File: src/rtl/rect_painter.sv
// rtl/rect_painter.sv - command-queue driven rectangle rasteriser
// Drains 3-word draw commands from a circular PRAM queue and emits one frame-buffer write per clock.
module rect_painter #(
  parameter int H_RES   = 160,
  parameter int V_RES   = 120,
  parameter int X_W     = 8,
  parameter int Y_W     = 7,
  parameter int COLOR_W = 3,
  parameter int PTR_W   = 10,
  parameter int ADDR_W  = 15
) (
  input  logic               clk,
  input  logic               reset,
  input  logic [PTR_W-1:0]   wrtPtr,
  input  logic [15:0]        PRAM,
  output logic [PTR_W-1:0]   rdPtr,
  output logic               full,
  output logic [ADDR_W-1:0]  addr,
  output logic [COLOR_W-1:0] data,
  output logic               we,
  output logic               busy
);

  typedef enum logic [2:0] {
    S_FETCH0,
    S_FETCH1,
    S_FETCH2,
    S_SETUP,
    S_PAINT
  } state_t;

  localparam logic [X_W-1:0]    X_MAX    = X_W'(H_RES - 1);
  localparam logic [Y_W-1:0]    Y_MAX    = Y_W'(V_RES - 1);
  localparam logic [ADDR_W-1:0] ROW_STEP = ADDR_W'(H_RES);
  localparam logic [PTR_W-1:0]  PTR_ONE  = PTR_W'(1);

  state_t             state_q, state_d;
  logic [PTR_W-1:0]   rd_ptr_q, rd_ptr_d;
  logic               full_q, full_d;
  logic [ADDR_W-1:0]  addr_q, addr_d;
  logic [ADDR_W-1:0]  row_base_q, row_base_d;
  logic [COLOR_W-1:0] data_q, data_d;
  logic [COLOR_W-1:0] color_q, color_d;
  logic               we_q, we_d;
  logic               busy_q, busy_d;
  logic [1:0]         mode_q, mode_d;
  logic [X_W-1:0]     x0_q, x0_d, x1_q, x1_d, x_q, x_d;
  logic [Y_W-1:0]     y0_q, y0_d, y1_q, y1_d, y_q, y_d;

  logic               empty;
  logic               last_pix;
  logic [PTR_W-1:0]   wr_next;
  logic [X_W-1:0]     x0_c, x1_c, x_lo, x_hi;
  logic [Y_W-1:0]     y0_c, y1_c, y_lo, y_hi;
  logic [ADDR_W-1:0]  setup_base;

  assign empty    = (wrtPtr == rd_ptr_q);
  assign wr_next  = wrtPtr + PTR_ONE;
  assign last_pix = (x_q == x1_q) && (y_q == y1_q);

  // Clip, sort and mode-shape the latched coordinates; only consumed in SETUP.
  always_comb begin
    x0_c = (x0_q > X_MAX) ? X_MAX : x0_q;
    x1_c = (x1_q > X_MAX) ? X_MAX : x1_q;
    y0_c = (y0_q > Y_MAX) ? Y_MAX : y0_q;
    y1_c = (y1_q > Y_MAX) ? Y_MAX : y1_q;
    x_lo = (x0_c <= x1_c) ? x0_c : x1_c;
    x_hi = (x0_c <= x1_c) ? x1_c : x0_c;
    y_lo = (y0_c <= y1_c) ? y0_c : y1_c;
    y_hi = (y0_c <= y1_c) ? y1_c : y0_c;
    case (mode_q)
      2'd0: y_hi = y_lo;
      2'd1: x_hi = x_lo;
      2'd3: begin
        x_lo = '0;
        x_hi = X_MAX;
        y_lo = '0;
        y_hi = Y_MAX;
      end
      default: ;
    endcase
    setup_base = ADDR_W'(int'(y_lo) * H_RES);
  end

  always_ff @(posedge clk) begin
    if (reset) begin
      state_q    <= S_FETCH0;
      rd_ptr_q   <= '0;
      full_q     <= 1'b0;
      addr_q     <= '0;
      row_base_q <= '0;
      data_q     <= '0;
      color_q    <= '0;
      we_q       <= 1'b0;
      busy_q     <= 1'b0;
      mode_q     <= '0;
      x0_q       <= '0;
      x1_q       <= '0;
      x_q        <= '0;
      y0_q       <= '0;
      y1_q       <= '0;
      y_q        <= '0;
    end else begin
      state_q    <= state_d;
      rd_ptr_q   <= rd_ptr_d;
      full_q     <= full_d;
      addr_q     <= addr_d;
      row_base_q <= row_base_d;
      data_q     <= data_d;
      color_q    <= color_d;
      we_q       <= we_d;
      busy_q     <= busy_d;
      mode_q     <= mode_d;
      x0_q       <= x0_d;
      x1_q       <= x1_d;
      x_q        <= x_d;
      y0_q       <= y0_d;
      y1_q       <= y1_d;
      y_q        <= y_d;
    end
  end

  always_comb begin
    state_d = state_q;
    case (state_q)
      S_FETCH0: if (!empty) state_d = S_FETCH1;
      S_FETCH1: if (!empty) state_d = S_FETCH2;
      S_FETCH2: if (!empty) state_d = S_SETUP;
      S_SETUP:  state_d = S_PAINT;
      S_PAINT:  if (last_pix) state_d = S_FETCH0;
      default:  state_d = S_FETCH0;
    endcase
  end

  always_comb begin
    rd_ptr_d   = rd_ptr_q;
    full_d     = (wr_next == rd_ptr_q);
    addr_d     = addr_q;
    row_base_d = row_base_q;
    data_d     = data_q;
    color_d    = color_q;
    we_d       = 1'b0;
    busy_d     = busy_q;
    mode_d     = mode_q;
    x0_d       = x0_q;
    x1_d       = x1_q;
    x_d        = x_q;
    y0_d       = y0_q;
    y1_d       = y1_q;
    y_d        = y_q;
    case (state_q)
      S_FETCH0: begin
        if (!empty) begin
          rd_ptr_d = rd_ptr_q + PTR_ONE;
          busy_d   = 1'b1;
          mode_d   = PRAM[15:14];
          color_d  = PRAM[COLOR_W-1:0];
        end
      end
      S_FETCH1: begin
        if (!empty) begin
          rd_ptr_d = rd_ptr_q + PTR_ONE;
          x0_d     = PRAM[8 +: X_W];
          x1_d     = PRAM[0 +: X_W];
        end
      end
      S_FETCH2: begin
        if (!empty) begin
          rd_ptr_d = rd_ptr_q + PTR_ONE;
          y0_d     = PRAM[8 +: Y_W];
          y1_d     = PRAM[0 +: Y_W];
        end
      end
      S_SETUP: begin
        x0_d       = x_lo;
        x1_d       = x_hi;
        y1_d       = y_hi;
        x_d        = x_lo;
        y_d        = y_lo;
        row_base_d = setup_base;
        addr_d     = setup_base + ADDR_W'(x_lo);
        data_d     = color_q;
        we_d       = 1'b1;
      end
      S_PAINT: begin
        if (last_pix) begin
          busy_d = 1'b0;
        end else begin
          we_d = 1'b1;
          // Row wrap reuses the running base so PAINT needs only adders.
          if (x_q == x1_q) begin
            x_d        = x0_q;
            y_d        = y_q + Y_W'(1);
            row_base_d = row_base_q + ROW_STEP;
            addr_d     = row_base_q + ROW_STEP + ADDR_W'(x0_q);
          end else begin
            x_d    = x_q + X_W'(1);
            addr_d = addr_q + ADDR_W'(1);
          end
        end
      end
      default: ;
    endcase
  end

  assign rdPtr = rd_ptr_q;
  assign full  = full_q;
  assign addr  = addr_q;
  assign data  = data_q;
  assign we    = we_q;
  assign busy  = busy_q;

endmodule
File: config.mk
export PLATFORM = sky130hd
export DESIGN_NAME = rect_painter
export DESIGN_NICKNAME = d
export VERILOG_FILES = /design/src/rtl/rect_painter.sv
export SDC_FILE = /design/constraint.sdc
export NUM_CORES = 1
export LEC_CHECK = 0
export ABC_CLOCK_PERIOD_IN_PS = 13020
export BUFFER_PORTS_ARGS = -buffer_cell sky130_fd_sc_hd__buf_2
export CELL_PAD_IN_SITES_DETAIL_PLACEMENT = 0
export CELL_PAD_IN_SITES_GLOBAL_PLACEMENT = 2
export CORE_MARGIN = 3
export CORE_UTILIZATION = 33
export DETAILED_ROUTE_END_ITERATION = 12
export GPL_TIMING_DRIVEN = 0
export HOLD_SLACK_MARGIN = 0.05
export PLACE_DENSITY_LB_ADDON = 0.1
export SLEW_MARGIN = 20
export SYNTH_ARGS = -nofsm -noshare
export SYNTH_HDL_FRONTEND = slang
export SYNTH_SLANG_ARGS = --single-unit
File: constraint.sdc
create_clock -name clk -period 13.02 [get_ports clk]
set_input_delay 1.953 -clock clk [delete_from_list [all_inputs] [get_ports clk]]
set_output_delay 1.953 -clock clk [all_outputs]
set_load 0.1 [all_outputs]
# --- After elaboration in Yosys (flattened, before gate mapping) ---
# Cells that the tools add are included.
totals:
  regBits: 99
  output_inout_bits: 31
  word_cells: 105
op_classes:
  addsub: 8
  multipliers: 1
  magnitude_cmp: 6
  eq_ne: 16
  mux: 40
  n_bitwise: 1
  n_reduce_logical: 17
ops:
  columns: ["operator", "count"]
  rows:
  - ["2-to-1 mux 8 bit", 9]
  - ["case mux 8 bit (2 select lines)", 4]
  - ["2-to-1 mux 15 bit", 4]
  - ["case mux 15 bit (2 select lines)", 2]
  - ["2-to-1 mux 7 bit", 8]
  - ["case mux 7 bit (2 select lines)", 3]
  - ["adder 15 x 8 -> 15 bit", 2]
  - ["adder 10 x 1 -> 10 bit (second input constant)", 2]
  - ["== test 10 bit", 2]
  - ["> comparator 8 bit (second input constant)", 2]
  - ["adder 15 x 1 -> 15 bit (second input constant)", 1]
  - ["adder 15 x 8 -> 15 bit (second input constant)", 1]
  - ["case mux 3 bit (5 select lines)", 1]
  - ["> comparator 7 bit (second input constant)", 2]
  - ["2-to-1 mux 3 bit", 4]
  - ["!= test 2 bit (second input constant)", 6]
  - ["AND reduction 2 bit", 6]
  - ["multiplier 7 x 3 -> 10 bit (second input constant)", 1]
  - ["adder 8 x 1 -> 8 bit (second input constant)", 1]
  - ["== test 8 bit", 1]
  - ["less-or-equal comparator 8 bit", 1]
  - ["nonzero test 2 bit", 4]
  - ["adder 7 x 1 -> 7 bit (second input constant)", 1]
  - ["== test 7 bit", 1]
  - ["other kinds (15)", 20]

# --- Logic depth before layout (Yosys ltp) ---
# Gate-level depths: netlist of run 1.
logic_depth:
  word_depth: 8
  depth_mapped: 25

# --- Least setup slack after synthesis of run 1 ---
# OpenSTA, ideal clock, no wires.
synth_path:
  path_type: "reg2reg"
  from: "reg y0_q[4]"
  to: "reg addr_q[13], in the netlist addr[13]"
  t_arrival_ns: 4.419
  required_ns: 12.888
  setup_slack_ns: 8.469
  stages_incl_launch_ff: 23
  path_buffers: 2
  period_less_slack_ns: 4.551
  path_cell_list: "dfxtp_1 buf_2 nand3_1 nand2_1 inv_1 ha_1 nand2_1 a2111oi_4 nand3_2 a22oi_4 buf_4 mux2i_1 and2_1 ha_1 ha_1 inv_1 fa_1 xnor2_1 or3b_2 nand3b_1 xor2_1 xnor2_1 a21oi_1"
synth_between:
  elab_chain_cells: 8
synth_rtl:
  columns: ["item", "line_no", "source"]
  rows:
  - ["start: declaration", "48", "logic [Y_W-1:0] y0_q, y0_d, y1_q, y1_d, y_q, y_d;"]
  - ["start signal: assignment", "117", "y0_q <= y0_d;"]
  - ["> comparator 7 bit", "65", "y0_c = (y0_q > Y_MAX) ? Y_MAX : y0_q;"]
  - ["2-to-1 mux 7 bit *", "65", null]
  - ["less-or-equal comparator 7 bit", "69", "y_lo = (y0_c <= y1_c) ? y0_c : y1_c;"]
  - ["2-to-1 mux 7 bit *", "69", null]
  - ["2-to-1 mux 7 bit *", "71", "case (mode_q)"]
  - ["multiplier 7 x 3 -> 10 bit *", "82", "setup_base = ADDR_W'(int'(y_lo) * H_RES);"]
  - ["adder 15 x 8 -> 15 bit *", "181", "addr_d = setup_base + ADDR_W'(x_lo);"]
  - ["case mux 15 bit (2 select lines) *", "151", "case (state_q)"]
  - ["end signal: assignment", "107", "addr_q <= addr_d;"]
  - ["end: declaration", "40", "logic [ADDR_W-1:0] addr_q, addr_d;"]
# Mark *: on every way between the ends. The rest lies on a longest branch, timed or not.
# A chain may end at the register's enable or synchronous reset.

# --- Final worst setup path of run 1 ---
# Same ends and word-level chain as after synthesis.

==> results of run 1 <==
## state kept, by name, indices dropped and copies added (netlist names), 7 cells and up
name        cells
row_base_q     10
x0_q            8
y_q             7
addr           15
x_q             8
y1_q            7
y0_q            7
x1_q            8
rdPtr          10
## logic make-up (layout without fill, tap and decap cells)
kind of cell | Yosys count | after routing | share of synthesized area, %
AND/OR/NAND/NOR | 350 | 350 | 22.6
AO/OA/AOI/OAI | 243 | 243 | 23.3
buffers and inverters | 98 | 171 | 5.76
flip-flops | 94 | 94 | 26.5
XOR/XNOR | 81 | 81 | 9.98
adder cells (fa/ha/maj) | 38 | 38 | 6.90
multiplexers | 34 | 34 | 4.98
## where the power goes
group          internal (W)  switching (W)  total, W  leakage, nW
clock network      0.000174       0.000136  0.000310        0.166
registers          0.000308      0.0000243  0.000332        0.766
logic              0.000149       0.000281  0.000430         2.38
total              0.000631       0.000441   0.00107         3.31
## worst reg2reg max path, stage by stage (launching register included)
cell	delay (ns)
dfxtp_1	0.38
buf_2	0.24
nand3_1	0.09
nand2_1	0.10
inv_1	0.06
ha_1	0.27
nand2_1	0.09
a2111oi_4	0.31
nand3_2	0.20
a22oi_4	0.30
buf_4	0.24
mux2i_1	0.43
and2_1	0.29
ha_1	0.21
ha_1	0.17
inv_1	0.05
fa_1	0.40
xnor2_1	0.37
or3b_2	0.51
nand3b_1	0.19
xor2_1	0.17
xnor2_1	0.20
a21oi_1	0.09
## per-layer routing
layer | wire, um | global-route usage [%] | part of all wire, % | vias up
li1 | - | - | - | 3465
met1 | 12800 | 31.1 | 50 | 3252
met2 | 11300 | 34.4 | 45 | 155
met3 | 869 | 2.78 | 3.4 | 29
met4 | 371 | 4.75 | 1.5 | 0
met5 | 0 | 0 | 0 | -
## final timing paths
check | start | endpoint | depth (start not counted)
setup reg to reg | y0_q[4] | addr[13] | 22
hold / removal | color_q[0] | data[0] | 2
hold reg to reg | color_q[0] | data[0] | 2
setup / recovery | y0_q[4] | addr[13] | 22
## area by class of cell
type                            instances  area (um2)
Tap cell                              275         344
Timing Repair Buffer                   57         285
Fill cell                            2298       13000
Clock buffer                            9         225
Sequential cell                        94        1880
Buffer                                 63         278
Inverter                               35         131
Clock inverter                          7         111
Multi-Input combinational cell        746        4820
## metrics by stage
stage	power [W]	setup WS [ns]	std cells	hold slack, ns
floorplan	0.000649	8.47	938	0.431
CTS	0.00108	7.57	1286	0.461
global placement	0.000768	7.58	1270	0.447
finish	0.00107	7.50	1286	0.462
detailed placement	0.000765	7.60	1270	0.447
global route	0.00114	7.18	1286	0.477
## cells in the final DEF, fill, tap and decap left out, types with 4 or more instances in the layout
| cell type | n |
|---|---|
| nor4_1 | 8 |
| o21ai_0 | 55 |
| and3_1 | 11 |
| inv_1 | 34 |
| mux2i_1 | 25 |
| nor2_1 | 98 |
| buf_4 | 5 |
| or2_2 | 5 |
| mux2_2 | 8 |
| nand2b_1 | 11 |
| dfxtp_1 | 94 |
| a221oi_1 | 16 |
| a31oi_1 | 10 |
| xnor2_1 | 25 |
| ha_1 | 36 |
| o211ai_1 | 9 |
| a21oi_1 | 72 |
| nor3_1 | 22 |
| nand2_1 | 116 |
| or3_1 | 5 |
| a22oi_1 | 5 |
| a21o_1 | 7 |
| o21a_1 | 7 |
| xor2_1 | 56 |
| nand3_1 | 35 |
| nor2b_1 | 9 |
| clkbuf_16 | 9 |
| buf_2 | 69 |
| clkbuf_1 | 43 |
| o221a_2 | 4 |
| and2_1 | 12 |
| nand4_1 | 7 |
| a211oi_1 | 14 |
| a311oi_1 | 7 |
==> results.py, run 1 <==
metrics = {
    "drt": {
        "viasPerCell": 5.37,
        "dr.pass1.iters": 5,
        "antenna_left": 0,
        "drc_errors": 0,
        "routed_wl_um": 25300,
        "wl_per_cell_um": 19.7,
        "drtIter0Drc": 496,
        "num_vias": 6901,
    },
    "cts": {
        "clk_pin_slew_worst_paths_ns": 0.08,
        "cts_htree_levels": 3,
        "postCtsHoldBufs": 0,
        "clockBufferDepth": 2,
        "cts_tree": "built",
        "numCtsBuffers": 9,
        "cts-root-buf": "clkbuf_16",
        "cts_resized": 0,
        "clock_sinks": 94,
        "clock_latency_ns": 0.36,
        "cts_setup_buffers": 0,
    },
    "sta": {
        "skew_ns": 0.0120,
        "setup-violations-final": 0,
        "clock.fmax_mhz": 181,
        "min_period_over_period_pct": 42.4,
        "rsz0062_at_grt": "false",
        "relSlewSlack_pct": 44.6,
        "tightest_slew_ns": 0.823,
        "maxSlewViolCount": 0,
        "setup_tns_ns": 0,
        "period_needed_ns": 5.52,
        "final_hold_viol_count": 0,
    },
    "synthesis": {
        "synth_top_area_share_pct": 26.5,
        "synth-edff-count": 0,
        "syn_area_um2": 7110,
        "async_reset_ff_share_pct": 0,
        "yosysMostFrequentCell": "nand2_1",
        "yosysTopAreaCell": "dfxtp_1",
        "netlist_instances": 938,
        "yosys_register_bits": 94,
        "synth-main-ff-cell": "dfxtp_1",
        "netlist-cell-type-count": 72,
        "ys_warn_count": 0,
        "synth_nets": 1004,
        "ys_top_cells_by_count": "nand2_1 (116), nor2_1 (98), dfxtp_1 (94)",
        "ys_seq_area_share_pct": 26.5,
        "syn_area_per_cell_um2": 7.58,
        "netlist_top_cells_area": "dfxtp_1 (26%), xor2_1 (6.9%), ha_1 (6.3%), nand2_1 (6.1%), nor2_1 (5.2%)",
    },
    "critical_path": {
        "rrSetupSlack_ns": 7.50,
        "path_class": "reg2reg",
        "cp_cell_sequence": "buf_2, nand3_1, nand2_1, inv_1, ha_1, nand2_1, a2111oi_4, nand3_2, a22oi_4, buf_4, mux2i_1, and2_1, ha_1, ha_1, inv_1, fa_1, xnor2_1, or3b_2, nand3b_1, xor2_1, xnor2_1, a21oi_1",
        "cp_data_arrival_time_ns": 5.72,
        "max_stage_delay_ns": 0.51,
        "path_buf_inv": 4,
        "worstPathMaxFanout": 10,
        "path_delay_family": "simple AND/OR/NAND/NOR gates",
        "critical_path_required_ns": 13.23,
        "cp_common_cell": "ha_1",
        "start_kind": "register",
        "slowest_stage": "or3b_2",
        "crit_path_end_kind": "register",
    },
    "placement": {
        "dp_hpwl_um": 19700,
        "dpl-instance-area_um2": 7740,
        "io_buffers": 57,
        "gp_congestion": 0.865,
    },
    "finish": {
        "final_area_um2": 8070,
        "layout-drive-gt1-share_pct": 12.0,
        "utilization_pct": 38.3,
        "nets": 1072,
        "num_antenna_cells": 0,
        "area_growth_pct": 13.6,
    },
    "pwr": {
        "p_per_area_nw_per_um2": 133,
        "vdd_ir_drop_max_v": 0.0000827,
        "leakage_nw": 3.31,
    },
    "grt": {
        "grt_pass1_wl_um": 39900,
        "grt_max_degree": 19,
        "antenna_found_initial": 0,
        "overflow": 0,
        "grt_pass1_vias": 6809,
        "grt_use_total_pct": 21.6,
    },
    "floorplan": {
        "fp.coreArea_um2": 21100,
        "initial_core_util_pct": 33.7,
        "fp-row-count": 53,
        "die-area_um2": 23300,
        "dieHeight_um": 153,
        "die_w_um": 153,
        "pin_count": 59,
    },
    "run_status": {
        "status": "finished clean",
    },
    "flow_run": {
        "maxCapViolations": 0,
    },
    "hold_path": {
        "min_path_type": "reg2reg",
    },
}
(Power assumes the default switching activity.)
==> inputs of run 2 (changes only) <==
- ABC_CLOCK_PERIOD_IN_PS: 13020 -> 5450
- clock period: 13.02 -> 5.45 ns (I/O delays scaled with it)
==> run 2 against run 1 <==
Die area did not move. Fmax rose by 7.3%. Sequential power rose by 140%. Power rose by 140%. Largest cell class unchanged. Combinational power rose by 140%. Clock skew barely moved. Critical path depth did not move.
==> results.py, run 2 (same netlist as run 1, synthesis figures left out) <==
metrics = {
    "critical_path": {
        "cp_data_arrival_time_ns": 5.35,
        "worstReg2RegStart": "y0_q[4]",
        "critical_path_required_ns": 5.65,
        "rr_worst_depth": 22,
        "slowest_stage": "nor4b_1",
        "cp_cell_sequence": "clkbuf_4, nand3_1, nand2_1, inv_1, ha_1, nand2_1, nor4b_1, a22oi_4, buf_4, nand3_1, o21ai_1, and2_1, ha_1, ha_1, inv_1, fa_1, xnor2_2, or3b_2, nand3b_1, xor2_1, xnor2_1, a21oi_1",
        "path_class": "reg2reg",
        "start_kind": "register",
        "rrSetupSlack_ns": 0.31,
        "max_stage_delay_ns": 0.57,
        "r2r_end": "addr[13]",
        "cp_common_cell": "ha_1",
        "crit_path_end_kind": "register",
        "worstPathMaxFanout": 10,
    },
    "drt": {
        "wl_per_cell_um": 19.7,
        "drt-met1-wl_um": 12700,
        "antenna_left": 0,
        "top_layer": "met4",
        "drc_errors": 0,
        "num_vias": 6916,
        "met2_length_um": 11400,
        "wl_met3_um": 966,
        "dr.pass1.iters": 5,
        "routed_wl_um": 25400,
        "viasPerCell": 5.37,
        "drtIter0Drc": 489,
    },
    "finish": {
        "layout_common_cells": "nand2_1 (116), nor2_1 (98), dfxtp_1 (94)",
        "utilization_pct": 38.5,
        "final_area_um2": 8120,
        "area_growth_pct": 14.3,
        "fillers": 2299,
        "num_antenna_cells": 0,
        "final_cells": 1288,
        "largest_register_ffs": 15,
        "nets": 1074,
        "final_common_cell": "nand2_1",
        "layout-drive-gt1-share_pct": 12.5,
    },
    "pwr": {
        "p_per_area_nw_per_um2": 318,
        "p_clk_share_pct": 28.7,
        "power_frac_comb_pct": 40.6,
        "leakage_nw": 3.33,
        "vdd_ir_drop_max_v": 0.000197,
        "switching_share_pct": 41.1,
        "switching_power_w": 0.00106,
        "seqPwrFrac_pct": 30.7,
        "intPower_w": 0.00152,
        "p_total_w": 0.00258,
    },
    "sta": {
        "period_needed_ns": 5.14,
        "holdWs_ns": 0.462,
        "setup-violations-final": 0,
        "min_period_over_period_pct": 94.4,
        "clock.fmax_mhz": 194,
        "skew_ns": 0.0119,
        "relSlewSlack_pct": 46.0,
        "tightest_slew_ns": 0.810,
        "final_hold_viol_count": 0,
        "maxSlewViolCount": 0,
    },
    "cts": {
        "clock_latency_ns": 0.36,
        "numCtsBuffers": 9,
        "clk_pin_slew_worst_paths_ns": 0.08,
        "clockBufferDepth": 2,
        "cts_tree": "built",
        "cts_htree_levels": 3,
        "cts-root-buf": "clkbuf_16",
        "clock_sinks": 94,
    },
    "hold_path": {
        "min_path_type": "reg2reg",
        "worstHoldStart": "data[1]",
        "hold_depth": 2,
        "hold_end": "data[1]",
    },
    "run_status": {
        "status": "finished clean",
    },
    "floorplan": {
        "fp-row-count": 53,
        "die_w_um": 153,
        "dieHeight_um": 153,
        "die-area_um2": 23300,
        "fp.coreArea_um2": 21100,
        "initial_core_util_pct": 33.7,
        "pin_count": 59,
    },
    "grt": {
        "grt_pass1_vias": 6813,
        "grt_max_degree": 19,
        "overflow": 0,
        "grt_use_total_pct": 21.6,
        "antenna_found_initial": 0,
        "grt_pass1_wl_um": 39900,
    },
    "placement": {
        "gp_congestion": 0.865,
        "dp.cells": 1270,
        "dpl-instance-area_um2": 7740,
        "dp_hpwl_um": 19700,
        "io_buffers": 57,
    },
    "flow_run": {
        "maxCapViolations": 0,
    },
}
[run 2: cell count changes in the layout (fill, tap and decap cells not counted), sizes merged]
| cell | before | now |
|---|---|---|
| buf | 77 | 78 |
| clkbuf | 52 | 53 |
[run 2: per-layer routing]
metal | vias to the layer above | global-route usage, %
li1 | 3472 | -
met1 | 3273 | 31.2
met2 | 146 | 34.4
met3 | 25 | 2.78
met4 | 0 | 4.75
met5 | - | 0
[run 2: per-stage QoR]
stage / setup WS, ns / TNS, ns
3_5_place_dp: 0.0342 / 0
6_report: 0.306 / 0
3_3_place_gp: 0.0135 / 0
2_1_floorplan: 0.899 / 0
5_1_grt: -0.00735 / -0.00735
4_1_cts: 0.105 / 0
[run 2: how the worst max path moves through the flow]
stage / start / end / slack [ns] / depth (start not counted)
floorplan: y0_q[4] / addr[13] / 0.90 / 22
global placement: y0_q[4] / addr[13] / 0.01 / 22
detailed placement: y0_q[4] / addr[13] / 0.03 / 22
CTS: y0_q[4] / addr[13] / 0.11 / 22
global route: y0_q[4] / addr[13] / -0.007 / 22
finish: y0_q[4] / addr[13] / 0.31 / 22
[run 2: area by class of cell]
cell class	instances	area [um2]	share of cell area, %
Buffer	63	280	3.45
Clock buffer	9	225	2.77
Clock inverter	7	111	1.37
Inverter	35	131	1.62
Multi-Input combinational cell	746	4850	59.7
Sequential cell	94	1880	23.2
Tap cell	275	344	4.24
Timing Repair Buffer	59	300	3.70
[run 2: power by group through the flow]
stage,logic (W),registers [W],clock network [W]
6_report,0.00105,0.000793,0.000740
5_1_grt,0.00115,0.000802,0.000785
4_1_cts,0.00103,0.000793,0.000758
3_5_place_dp,0.00102,0.000809,0
3_3_place_gp,0.00102,0.000810,0
2_1_floorplan,0.000671,0.000880,0
[run 2: critical path: cells and delay by family, from the launching register on]
family                     cells  cell delay (ns)
and+or+nand+nor                8             1.85
adders and majority gates      4             1.14
xor gates and xnor gates       3             0.64
buffers and inverters          4             0.54
AOI/OAI and AO/OA              3             0.41
DFF                            1             0.38
[run 2: what timing repair did]
item	CTS	global route
hold buffers	0	0
cloned	0	0
buffers inserted	0	2
resized for setup	1	5
setup endpoints to repair	1	3
pin swaps	0	2
